[config.mk]
export PLATFORM = sky130hd
export DESIGN_NAME = mult_share_arbiter
export DESIGN_NICKNAME = d
export VERILOG_FILES = /design/src/rtl/mult_share_pkg.sv /design/src/rtl/mult_share_arbiter_rr.sv /design/src/rtl/mult_share_arbiter.sv
export SDC_FILE = /design/constraint.sdc
export NUM_CORES = 1
export LEC_CHECK = 0
export ABC_AREA = 0
export CELL_PAD_IN_SITES_DETAIL_PLACEMENT = 1
export CELL_PAD_IN_SITES_GLOBAL_PLACEMENT = 2
export CORE_MARGIN = 2
export CORE_UTILIZATION = 29
export CTS_CLUSTER_DIAMETER = 50
export DETAILED_ROUTE_END_ITERATION = 10
export PLACE_DENSITY_LB_ADDON = 0.1
export REMOVE_ABC_BUFFERS = 1
export SYNTH_ARGS = -nofsm -noshare
export SYNTH_HDL_FRONTEND = slang
export SYNTH_SLANG_ARGS = --single-unit
[constraint.sdc]
create_clock -name clk -period 4.6 [get_ports clk]
set_input_delay 1.38 -clock clk [delete_from_list [all_inputs] [get_ports clk]]
set_output_delay 1.38 -clock clk [all_outputs]
set_load 0.02 [all_outputs]
[src/rtl/mult_share_pkg.sv]
// Shared types and constants for the shared shift-add multiplier.
package mult_share_pkg;

   localparam int DEF_W    = 8;
   localparam int DEF_NREQ = 4;

   typedef enum logic [1:0] {
      IDLE = 2'd0,
      MUL  = 2'd1,
      DONE = 2'd2
   } state_e;

   function automatic int prod_w(input int w);
      return 2 * w;
   endfunction

endpackage

[src/rtl/mult_share_arbiter_rr.sv]
// Combinational round-robin picker: first valid requester at or above rr_ptr.
module rr_arbiter #(
   parameter  int NREQ = 4,
   localparam int IDW  = $clog2(NREQ)
) (
   input  logic            en,
   input  logic [NREQ-1:0] req_valid,
   input  logic [IDW-1:0]  rr_ptr,
   output logic [NREQ-1:0] gnt,
   output logic [IDW-1:0]  gnt_idx
);

   int   idx;
   logic found;

   always_comb begin
      gnt     = '0;
      gnt_idx = '0;
      found   = 1'b0;
      idx     = 0;
      for (int k = 0; k < NREQ; k++) begin
         idx = int'(rr_ptr) + k;
         if (idx >= NREQ) idx = idx - NREQ;
         if (en && !found && req_valid[idx]) begin
            found     = 1'b1;
            gnt[idx]  = 1'b1;
            gnt_idx   = IDW'(idx);
         end
      end
   end

endmodule

[src/rtl/mult_share_arbiter.sv]
// One iterative 8x8 shift-add multiplier shared by NREQ round-robin clients.
module mult_share_arbiter
   import mult_share_pkg::*;
#(
   parameter  int NREQ = DEF_NREQ,
   parameter  int W    = DEF_W,
   localparam int IDW  = $clog2(NREQ)
) (
   input  logic            clk,
   input  logic            rst,
   input  logic [NREQ-1:0] req_valid,
   output logic [NREQ-1:0] req_ready,
   input  logic [NREQ*W-1:0] req_a,
   input  logic [NREQ*W-1:0] req_b,
   output logic            rsp_valid,
   input  logic            rsp_ready,
   output logic [2*W-1:0]  rsp_p,
   output logic [IDW-1:0]  rsp_id,
   output logic            busy
);

   localparam int PW = prod_w(W);
   localparam int CW = $clog2(W + 1);

   state_e         state_q, state_d;
   logic [IDW-1:0] rr_ptr_q, rr_ptr_d;
   logic [CW-1:0]  count_q, count_d;
   logic [PW-1:0]  acc_q, acc_d;
   logic [PW-1:0]  a_sh_q, a_sh_d;
   logic [W-1:0]   b_sh_q, b_sh_d;
   logic [IDW-1:0] id_q, id_d;

   logic            arb_en;
   logic [NREQ-1:0] gnt;
   logic [IDW-1:0]  gnt_idx;

   // Reset also masks grants so req_ready is 0 for the whole reset window.
   assign arb_en = (state_q == IDLE) && !rst;

   rr_arbiter #(.NREQ(NREQ)) u_arb (
      .en        (arb_en),
      .req_valid (req_valid),
      .rr_ptr    (rr_ptr_q),
      .gnt       (gnt),
      .gnt_idx   (gnt_idx)
   );

   always_comb begin
      state_d  = state_q;
      rr_ptr_d = rr_ptr_q;
      count_d  = count_q;
      acc_d    = acc_q;
      a_sh_d   = a_sh_q;
      b_sh_d   = b_sh_q;
      id_d     = id_q;
      unique case (state_q)
         IDLE: begin
            if (|gnt) begin
               a_sh_d  = {{W{1'b0}}, req_a[gnt_idx*W +: W]};
               b_sh_d  = req_b[gnt_idx*W +: W];
               id_d    = gnt_idx;
               acc_d   = '0;
               count_d = '0;
               rr_ptr_d = (gnt_idx == IDW'(NREQ - 1)) ?
                          '0 : gnt_idx + IDW'(1);
               state_d = MUL;
            end
         end
         MUL: begin
            if (b_sh_q[0]) acc_d = acc_q + a_sh_q;
            a_sh_d  = a_sh_q << 1;
            b_sh_d  = b_sh_q >> 1;
            count_d = count_q + CW'(1);
            // Fixed W-cycle latency: no early exit when b_sh drains.
            if (count_q == CW'(W - 1)) state_d = DONE;
         end
         DONE: begin
            if (rsp_ready) state_d = IDLE;
         end
         default: state_d = IDLE;
      endcase
   end

   always_ff @(posedge clk or posedge rst) begin
      if (rst) begin
         state_q  <= IDLE;
         rr_ptr_q <= '0;
         count_q  <= '0;
         acc_q    <= '0;
         a_sh_q   <= '0;
         b_sh_q   <= '0;
         id_q     <= '0;
      end else begin
         state_q  <= state_d;
         rr_ptr_q <= rr_ptr_d;
         count_q  <= count_d;
         acc_q    <= acc_d;
         a_sh_q   <= a_sh_d;
         b_sh_q   <= b_sh_d;
         id_q     <= id_d;
      end
   end

   assign req_ready = gnt;
   assign rsp_valid = (state_q == DONE);
   assign rsp_p     = rsp_valid ? acc_q : '0;
   assign rsp_id    = rsp_valid ? id_q : '0;
   assign busy      = (state_q != IDLE);

endmodule

After elaboration in Yosys (flattened, before gate mapping). Index checks and enable logic that the tools add are counted.

Bitwise logic cells: 3. Magnitude comparators: 12. Mux-type cells: 51. Reductions and logical operators: 24. Eq/ne operators: 8. $add $sub $neg: 10. Shift-type cells: 2. Div/mod/pow operators: 0. $mul: 0.

Operators by type and width (count): 32-bit by 1-bit greater-or-equal comparator with 1-bit output, second input constant (4); 32-bit by 4-bit < comparator with 1-bit output, second input constant (4); 32-bit 2-to-1 mux (4); 32-bit by 4-bit greater-or-equal comparator with 1-bit output, second input constant (3); 32-bit by 4-bit subtractor with 32-bit output, second input constant (3); 16-bit 2-to-1 mux (4); 16-bit one-hot mux with 2 select lines (2); 32-bit by 6-bit indexed part select with 8-bit output (2); 4-bit 2-to-1 mux (5); 2-bit 2-to-1 mux (9); 16-bit adder (1); 8-bit one-hot mux with 2 select lines (1); 1-bit 2-to-1 mux (15); 1-bit logical AND (12); 4-bit bitwise OR (3); 1-bit binary-select mux with 2-bit select (4); 1-bit demux with 2-bit select (4); 8-bit 2-to-1 mux (1); 4-bit one-hot mux with 2 select lines (1); 2-bit by 2-bit adder with 3-bit output, second input constant (2); 2-bit one-hot mux with 3 select lines (1); 3-bit AND reduction (2); 4-bit by 1-bit adder with 4-bit output, second input constant (1); 2-bit equality test, second input constant (2); other kinds (13) (20).

Bits in writable memories: 0. Memory bits (read-only): 0. Flip-flop bits (word level): 50. Output and inout bits: 24. Latch bits: 0. Logic and storage cells: 117. Input bits: 71. Memories: 0.

Logic depth before layout (Yosys ltp). Gate-level depths: netlist (run 1).

Depth after elaboration: 22. Depth in mapped cells: 13. Depth with buffers taken out: 10.

Modules after synthesis. From an unflattened synthesis (run 1), not the netlist that was laid out.

Cells, all modules: 413. Area, all modules: 3779.9 µm².

By module, submodules not included: mult_share_arbiter (instances 1, area an instance 3230.6 µm², cells an instance 345); rr_arbiter (instances 1, area an instance 549.3 µm², cells an instance 68).

Least setup slack after synthesis (run 1). OpenSTA, ideal clock, no wires.

Path kind: input to output. From: input req_valid[2]. To: output req_ready[3]. Path buffers: 1. Data arrival time: 2.814 ns. Path slack: 0.406 ns. Required time: 3.220 ns. Cell stages on the path: 6. Cells stage by stage: clkbuf_1 -> nand2b_1 -> mux4_2 -> nor3_1 -> a221oi_1 -> inv_1.

Longest elaborated chain between the ends: 17.

RTL lines: from (decl) (line mult_share_arbiter.sv:11) `input logic [NREQ-1:0] req_valid,`; 1-bit binary-select mux with 2-bit select (line mult_share_arbiter_rr.sv:24) `if (en && !found && req_valid[idx]) begin`; 1-bit 2-to-1 mux (not written as such) (2 in series) (line mult_share_arbiter_rr.sv:24); 1-bit logical AND (line mult_share_arbiter_rr.sv:24); 1-bit 2-to-1 mux (line mult_share_arbiter_rr.sv:24); 1-bit logical NOT (line mult_share_arbiter_rr.sv:24); 1-bit logical AND (2 in series) (line mult_share_arbiter_rr.sv:24); 1-bit 2-to-1 mux (line mult_share_arbiter_rr.sv:24); 1-bit logical NOT (line mult_share_arbiter_rr.sv:24); 1-bit logical AND (2 in series) (line mult_share_arbiter_rr.sv:24); 1-bit 2-to-1 mux (line mult_share_arbiter_rr.sv:24); 1-bit logical NOT (line mult_share_arbiter_rr.sv:24); 1-bit logical AND (2 in series) (line mult_share_arbiter_rr.sv:24); 4-bit 2-to-1 mux (*) (line mult_share_arbiter_rr.sv:24); to (decl) (line mult_share_arbiter.sv:12) `output logic [NREQ-1:0] req_ready,`.

Mark *: on every way between the ends. The rest lies on a longest branch, timed or not. The select of a mux whose other input is x is not followed.

Worst setup path in the final report (run 1).
From: input req_valid[2]. To: output req_ready[0].

Same word-level chain as after synthesis.

==> flow_summary.json, run 1 <==
{
  "drc": 0,
  "routabilityCongestion": 0.800,
  "setup_viol": 0,
  "reg2reg_slack_ns": 1.29,
  "io_buffers": 94,
  "rsz0062_at_grt": "false",
  "cts_tree": "done",
  "yosys.area.top_type": "dfrtp_1",
  "seq_area_frac_synth": 0.326,
  "cts.sinks": 50,
  "synth_most_common_cell": "nand2_1",
  "hpwl_mm": 8.22,
  "stdcell_count": 723,
  "drv_cap": 0,
  "drt_pre_antenna_iters": 4,
  "numCtsBuffers": 5,
  "ir_drop_mv": 0.185,
  "grt_max_degree": 37,
  "worstPathArrival_ns": 3.10,
  "dp_slack_ns": -0.571,
  "synth_cell_types": 49,
  "max_stage_delay_ns": 0.50,
  "routed_wl_mm": 11.1,
  "crit_fanout": 6,
  "area.growth.synth_to_final_pct": 37.6,
  "grt.total_usage": 0.160,
  "fin_nets": 642,
  "cts.clk_slew.worst_paths_ns": 0.07,
  "synth_commonest_cells": "nand2_1, dfrtp_1, o21ai_0",
  "grt_pass1_vias": 3737,
  "drive_above_1_share": 0.126,
  "setup-tns-final_ns": 0,
  "crit_slowest_cell": "mux4_2",
  "cp-end-kind": "primary output",
  "wl_per_cell_um": 15.3,
  "netlist.area_leader.share": 0.326,
  "numPlacedInstances": 713,
  "row_count": 42,
  "fmax_mhz": 223,
  "drtIter0Drc": 159,
  "status": "completed",
  "setup_ws_ns": 0.121,
  "powerDensity_nw_per_um2": 542,
  "async_flop_share": 1.00,
  "hold_buffers": 0,
  "path_delay_family": "buffers and inverters",
  "clock_latency_ns": 0.30,
  "synth.avg_cell_area_sq_um": 8.64,
  "critPathRequiredTime_ns": 3.22,
  "path_cells": "dlygate4sd2_1 > nand2b_1 > mux4_2 > nor3_4 > a221oi_1 > inv_1 > clkdlybuf4s15_2",
  "initial_utilization": 0.294,
  "via_per_inst": 4.96,
  "tightest_slew_ns": 0.849,
  "synthCells": 445,
  "fp.coreArea_sq_um": 13100,
  "hp-class": "reg2reg",
  "clockBufferDepth": 2,
  "ys_warn_count": 0,
  "p_leak_nw": 2.33,
  "n_antenna_cell": 0,
  "start_kind": "primary input",
  "vias": 3585,
  "clock_skew_ns": 0.00887,
  "h-tree-depth": 2,
  "synth_edf_count": 0,
  "crit_type": "in2out",
  "ys.flop_type": "dfrtp_1",
  "die_x_um": 119,
  "ios": 95,
  "min_period_ns": 4.48,
  "slew_headroom": 0.433,
  "critPathBufInv": 3,
  "globalRouteOverflowTotal": 0,
  "grt_first_pass_wirelength_mm": 18.5,
  "clockRootBuffer": "clkbuf_16",
  "dieArea_sq_um": 14200,
  "finalMaxSlewViolations": 0,
  "netlist_area_sq_um": 3840,
  "synth_area_leaders": "dfrtp_1, ha_1, nand2_1",
  "finalCritPeriodShare": 0.974,
  "hold_viol": 0,
  "ys_seq_elements": 50,
  "die_h_um": 119,
  "antenna_found_initial": 0,
  "ant_nets": 0
}
-- flip-flops by register name, summed over array words and instances (netlist names) --
register and cells:
a_sh_q 16, acc_q 16, b_sh_q 8, count_q 4
id_q 2, rr_ptr_q 2, state_q 2
-- per-layer routing --
metal	vias up	GRT usage	share of wire
li1	1789	-	-
met5	-	0	0
met3	10	0.0292	0.042
met2	74	0.278	0.48
met4	0	0.0469	0.014
met1	1712	0.201	0.46
-- final timing paths --
path	cells after the start	to	start
setup / recovery	7	req_ready[0]	req_valid[2]
hold / removal	2	id_q[0]	id_q[0]
setup reg to reg	12	acc_q[14]	rr_ptr_q[1]
hold reg to reg	2	id_q[0]	id_q[0]
max in group asynchronous	3	a_sh_q[9]	rst
min in group asynchronous	2	acc_q[15]	rst
-- cell type report --
cell class,instances,area (sq um)
multi-input combinational,358,2450
tap,176,220
clock inverter,3,40.0
inverter,10,37.5
sequential,50,1250
clock buffer,5,125
timing repair buffer,121,1160
fill,1546,7800
-- metrics by stage --
stage	cell area, sq um	hold WS, ns	total power, W	utilization
finish	5290	0.482	0.00286	0.404
global route	5290	0.538	0.00316	0.404
CTS	5280	0.487	0.00291	0.403
detailed placement	5100	0.466	0.00246	0.390
global placement	5100	0.462	0.00241	0.390
floorplan	3710	0.439	0.00190	-
-- power by group --
part           switching, W  internal, W
clock              0.000171     0.000255
combinational      0.000933     0.000713
sequential         0.000161     0.000631
total               0.00126      0.00160
-- cell usage in the layout (no fill, tap or decap), types with 2 or more instances in the layout --
cell | synthesis | final
xor2_1 | 8 | 8
o21ai_1 | 20 | 20
or2_2 | 2 | 2
nand3b_1 | 4 | 4
and2_1 | 21 | 21
buf_4 | 4 | 25
nand2b_1 | 6 | 6
dfrtp_1 | 50 | 50
a211oi_1 | 5 | 5
mux2_2 | 13 | 13
clkdlybuf4s15_2 | 0 | 3
nor2_1 | 15 | 15
xnor2_1 | 5 | 5
inv_1 | 10 | 9
nor2b_1 | 4 | 3
buf_12 | 0 | 2
o32ai_1 | 2 | 2
mux4_2 | 4 | 4
nand3_1 | 16 | 16
clkdlybuf4s50_1 | 0 | 86
a21oi_1 | 23 | 22
mux2_1 | 3 | 3
ha_1 | 24 | 24
dlygate4sd2_1 | 0 | 4
nand2_1 | 65 | 65
o21ai_0 | 45 | 45
mux2i_1 | 20 | 20
nor3_1 | 8 | 7
a22oi_1 | 14 | 14
a221oi_1 | 4 | 4
clkbuf_16 | 0 | 5
a21o_1 | 3 | 3
o211ai_1 | 4 | 4
clkinv_2 | 0 | 2
-- worst reg2reg max path: cells and delay by family (launching register included) --
family / cells / cell delay (ns)
AOI/OAI and AO/OA: 4 / 0.61
adders and majority gates: 1 / 0.38
buffers and inverters: 4 / 0.71
DFF: 1 / 0.55
muxes: 1 / 0.59
and+or+nand+nor: 2 / 0.41
-- repair_timing --
item / 4_1_cts / 5_1_grt
pin swaps: 1 / 0
resized for setup: 17 / 2
buffers inserted: 2 / 0
setup endpoints to repair: 4 / 3
-- logic make-up (layout without fill, tap and decap cells) --
| kind of cell | after synthesis | after routing | share of synthesized area |
|---|---|---|---|
| compound gates | 130 | 130 | 0.201 |
| xor+xnor | 13 | 13 | 0.0296 |
| simple gates | 150 | 150 | 0.194 |
| fa+ha+maj | 25 | 25 | 0.0833 |
| flops | 50 | 50 | 0.326 |
| buf+inv | 37 | 139 | 0.0446 |
| mux | 40 | 40 | 0.122 |
(Power assumes the default switching activity.)
==> inputs of run 2 (changes only) <==
--- a/config.mk
+++ b/config.mk
@@ -14,6 +14,7 @@
 export DETAILED_ROUTE_END_ITERATION = 10
 export PLACE_DENSITY_LB_ADDON = 0.1
 export REMOVE_ABC_BUFFERS = 1
+export SLEW_MARGIN = 20
 export SYNTH_ARGS = -nofsm -noshare
 export SYNTH_HDL_FRONTEND = slang
 export SYNTH_SLANG_ARGS = --single-unit
==> results of run 2 <==
Final layout, timing and power as in run 1 (identical DEF).
==> inputs of run 3 (changes only) <==
--- a/config.mk
+++ b/config.mk
@@ -9,7 +9,7 @@
 export CELL_PAD_IN_SITES_DETAIL_PLACEMENT = 1
 export CELL_PAD_IN_SITES_GLOBAL_PLACEMENT = 2
 export CORE_MARGIN = 2
-export CORE_UTILIZATION = 29
+export CORE_UTILIZATION = 30
 export CTS_CLUSTER_DIAMETER = 50
 export DETAILED_ROUTE_END_ITERATION = 10
 export PLACE_DENSITY_LB_ADDON = 0.1
@@ -17,4 +17,5 @@
 export SLEW_MARGIN = 20
 export SYNTH_ARGS = -nofsm -noshare
 export SYNTH_HDL_FRONTEND = slang
+export SYNTH_HIERARCHICAL = 1
 export SYNTH_SLANG_ARGS = --single-unit
==> run 3 against run 2 <==
  * Critical path depth fell by 1
  * Hold slack worse by 0.014 ns
  * First-iteration DRC count decreased by 34%
  * Clock skew shrank 0.0036 ns
  * Die area down 4.8%
  * Register-to-register slack lost 0.02 ns
  * Non-clock buffer count down 2
  * Synthesized area is 1.7% lower
  * Wire length is 1.0% higher
  * Cell count is 5.1% lower
  * Sequential power shrank 7.4%
  * Largest power group unchanged
  * Highest routed layer unchanged
==> flow_summary.json, run 3 <==
{
  "drtIter0Drc": 105,
  "crit_cells": 6,
  "grt_max_degree": 29,
  "min_to": "b_sh_q[6]",
  "tightest_slew_ns": 0.776,
  "final_util": 0.417,
  "clock_latency_ns": 0.29,
  "status": "completed",
  "fin_nets": 609,
  "critPathRequiredTime_ns": 3.22,
  "worstReg2RegEnd": "acc_q[15]",
  "path_delay_family": "buffers and inverters",
  "synth_edf_count": 0,
  "ir_drop_mv": 0.153,
  "fmax_mhz": 222,
  "ant_nets": 0,
  "grt.total_usage": 0.172,
  "io_buffers": 94,
  "area.growth.synth_to_final_pct": 37.4,
  "fp.coreArea_sq_um": 12500,
  "hold_buffers": 0,
  "vias": 3507,
  "numCtsBuffers": 5,
  "synthCells": 413,
  "synth_most_common_cell": "nand2_1",
  "row_count": 41,
  "routed_wl_mm": 11.2,
  "netlist_area_sq_um": 3780,
  "cp-end-kind": "primary output",
  "finalCritPeriodShare": 0.980,
  "seq_area_frac_synth": 0.331,
  "antenna_found_initial": 0,
  "routabilityCongestion": 0.774,
  "r2r_cells": 13,
  "hp-class": "reg2reg",
  "ys.flop_type": "dfrtp_1",
  "hpwl_mm": 8.72,
  "mostFrequentLayoutCell": "clkdlybuf4s50_1",
  "hold_viol": 0,
  "initial_utilization": 0.303,
  "holdPathStages": 2,
  "die_h_um": 116,
  "min_period_ns": 4.51,
  "final_cell_mix": "clkdlybuf4s50_1, nand2_1, dfrtp_1",
  "max_stage_delay_ns": 0.49,
  "async_flop_share": 1.00,
  "drc": 0,
  "grt_first_pass_wirelength_mm": 18.6,
  "h-tree-depth": 2,
  "rr_startpoint": "rr_ptr_q[1]",
  "synth_commonest_cells": "nand2_1, dfrtp_1, ha_1",
  "reg2reg_slack_ns": 1.27,
  "globalRouteOverflowTotal": 0,
  "dieArea_sq_um": 13500,
  "grt_pass1_vias": 3877,
  "synth_area_leaders": "dfrtp_1, mux4_2, nand2_1",
  "clock_skew_ns": 0.00529,
  "hold_slack_ns": 0.468,
  "ios": 95,
  "crit_type": "in2out",
  "path_cells": "clkdlybuf4s50_1 > mux4_2 > nand2b_4 > a211oi_4 > a221o_1 > buf_2",
  "cts.clk_slew.worst_paths_ns": 0.07,
  "wl_per_cell_um": 16.3,
  "n_antenna_cell": 0,
  "cts.sinks": 50,
  "synth.avg_cell_area_sq_um": 9.15,
  "ys_seq_elements": 50,
  "powerDensity_nw_per_um2": 513,
  "clockBufferDepth": 2,
  "setup-tns-final_ns": 0,
  "synth_cell_types": 56,
  "clockRootBuffer": "clkbuf_16",
  "ys_warn_count": 6,
  "drive_above_1_share": 0.136,
  "die_x_um": 116,
  "setup_viol": 0,
  "via_per_inst": 5.11,
  "crit_fanout": 4,
  "reg.largest.list": "a_sh_q (16), acc_q (16), b_sh_q (8)",
  "slew_headroom": 0.483,
  "drv_cap": 0,
  "hp-start": "b_sh_q[7]",
  "cts_tree": "done",
  "drt_pre_antenna_iters": 4,
  "finalMaxSlewViolations": 0,
  "yosys.area.top_type": "dfrtp_1",
  "crit_slowest_cell": "mux4_2",
  "p_leak_nw": 2.22,
  "critPathBufInv": 2,
  "netlist.area_leader.share": 0.331,
  "rsz0062_at_grt": "false",
  "worstPathArrival_ns": 3.13,
  "start_kind": "primary input"
}
[run 3: changes by cell type in the layout (fill, tap and decap cells not counted), moves of 11 or more]
cell     before  now
mux2i_1      20    4
o21ai_0      45   12
mux2_2       13    2
a21oi_1      22   11
nand2_1      65   81
mux4_2        4   18
[run 3: layout make-up]
type / count / area, sq um
repair buffers: 119 / 1120
inverters: 13 / 48.8
fillers: 1442 / 7270
well taps: 172 / 215
flip-flops and latches: 50 / 1250
clock buffers: 8 / 166
multi-input cells: 324 / 2390
[run 3: how the worst max path moves through the flow]
stage                     slack (ns)            to          from
after floorplan                 0.06     a_sh_q[2]  req_valid[2]
after global placement         -0.35  req_ready[0]  req_valid[0]
after detailed placement       -0.40  req_ready[0]  req_valid[0]
after CTS                       0.06  req_ready[2]  req_valid[2]
after global routing           0.001  req_ready[1]  req_valid[3]
final                           0.09  req_ready[0]  req_valid[3]
[run 3: what timing repair did]
item / in CTS / in global routing
endpoints found under the setup margin: 4 / 3
gates resized for setup: 18 / 2
pin swaps: 2 / 3
buffers inserted: 0 / 0
[run 3: kinds of logic (layout without fill, tap and decap cells)]
| group | count (synthesis) | after routing | synth area share |
|---|---|---|---|
| AOI/OAI and AO/OA | 111 | 111 | 0.207 |
| xor gates and xnor gates | 4 | 4 | 0.00927 |
| adders and majority gates | 25 | 25 | 0.0847 |
| buffers and inverters | 39 | 140 | 0.0427 |
| DFF | 50 | 50 | 0.331 |
| muxes | 24 | 24 | 0.124 |
| and+or+nand+nor | 160 | 160 | 0.202 |
[run 3: through the flow]
step	instances	power, W	setup slack, ns	instance area, sq um
after floorplan	387	0.00174	0.0576	3670
after global placement	678	0.00225	-0.351	5050
after detailed placement	678	0.00229	-0.403	5050
after CTS	686	0.00271	0.0647	5190
after global routing	686	0.00291	0.00148	5190
final	686	0.00266	0.0932	5190
[run 3: power by group]
group / internal [W] / leakage, nW / switching, W
Combinational: 0.000662 / 1.48 / 0.000864
Sequential: 0.000606 / 0.654 / 0.000127
Clock: 0.000246 / 0.0832 / 0.000158
Total: 0.00151 / 2.22 / 0.00115
[run 3: worst register-to-register path: cells and delay by family (launching register included)]
kind | cells | cell delay (ns)
fa+ha+maj | 1 | 0.56
simple gates | 4 | 0.88
flops | 1 | 0.36
buf+inv | 3 | 0.52
compound gates | 4 | 0.53
mux | 1 | 0.39
[run 3: per-layer routing]
metal	GRT usage	up-vias	wire, um
met5	0	-	0
met4	0.0421	0	170
met3	0.0327	14	378
met2	0.328	71	5950
met1	0.198	1725	4680
li1	-	1697	-
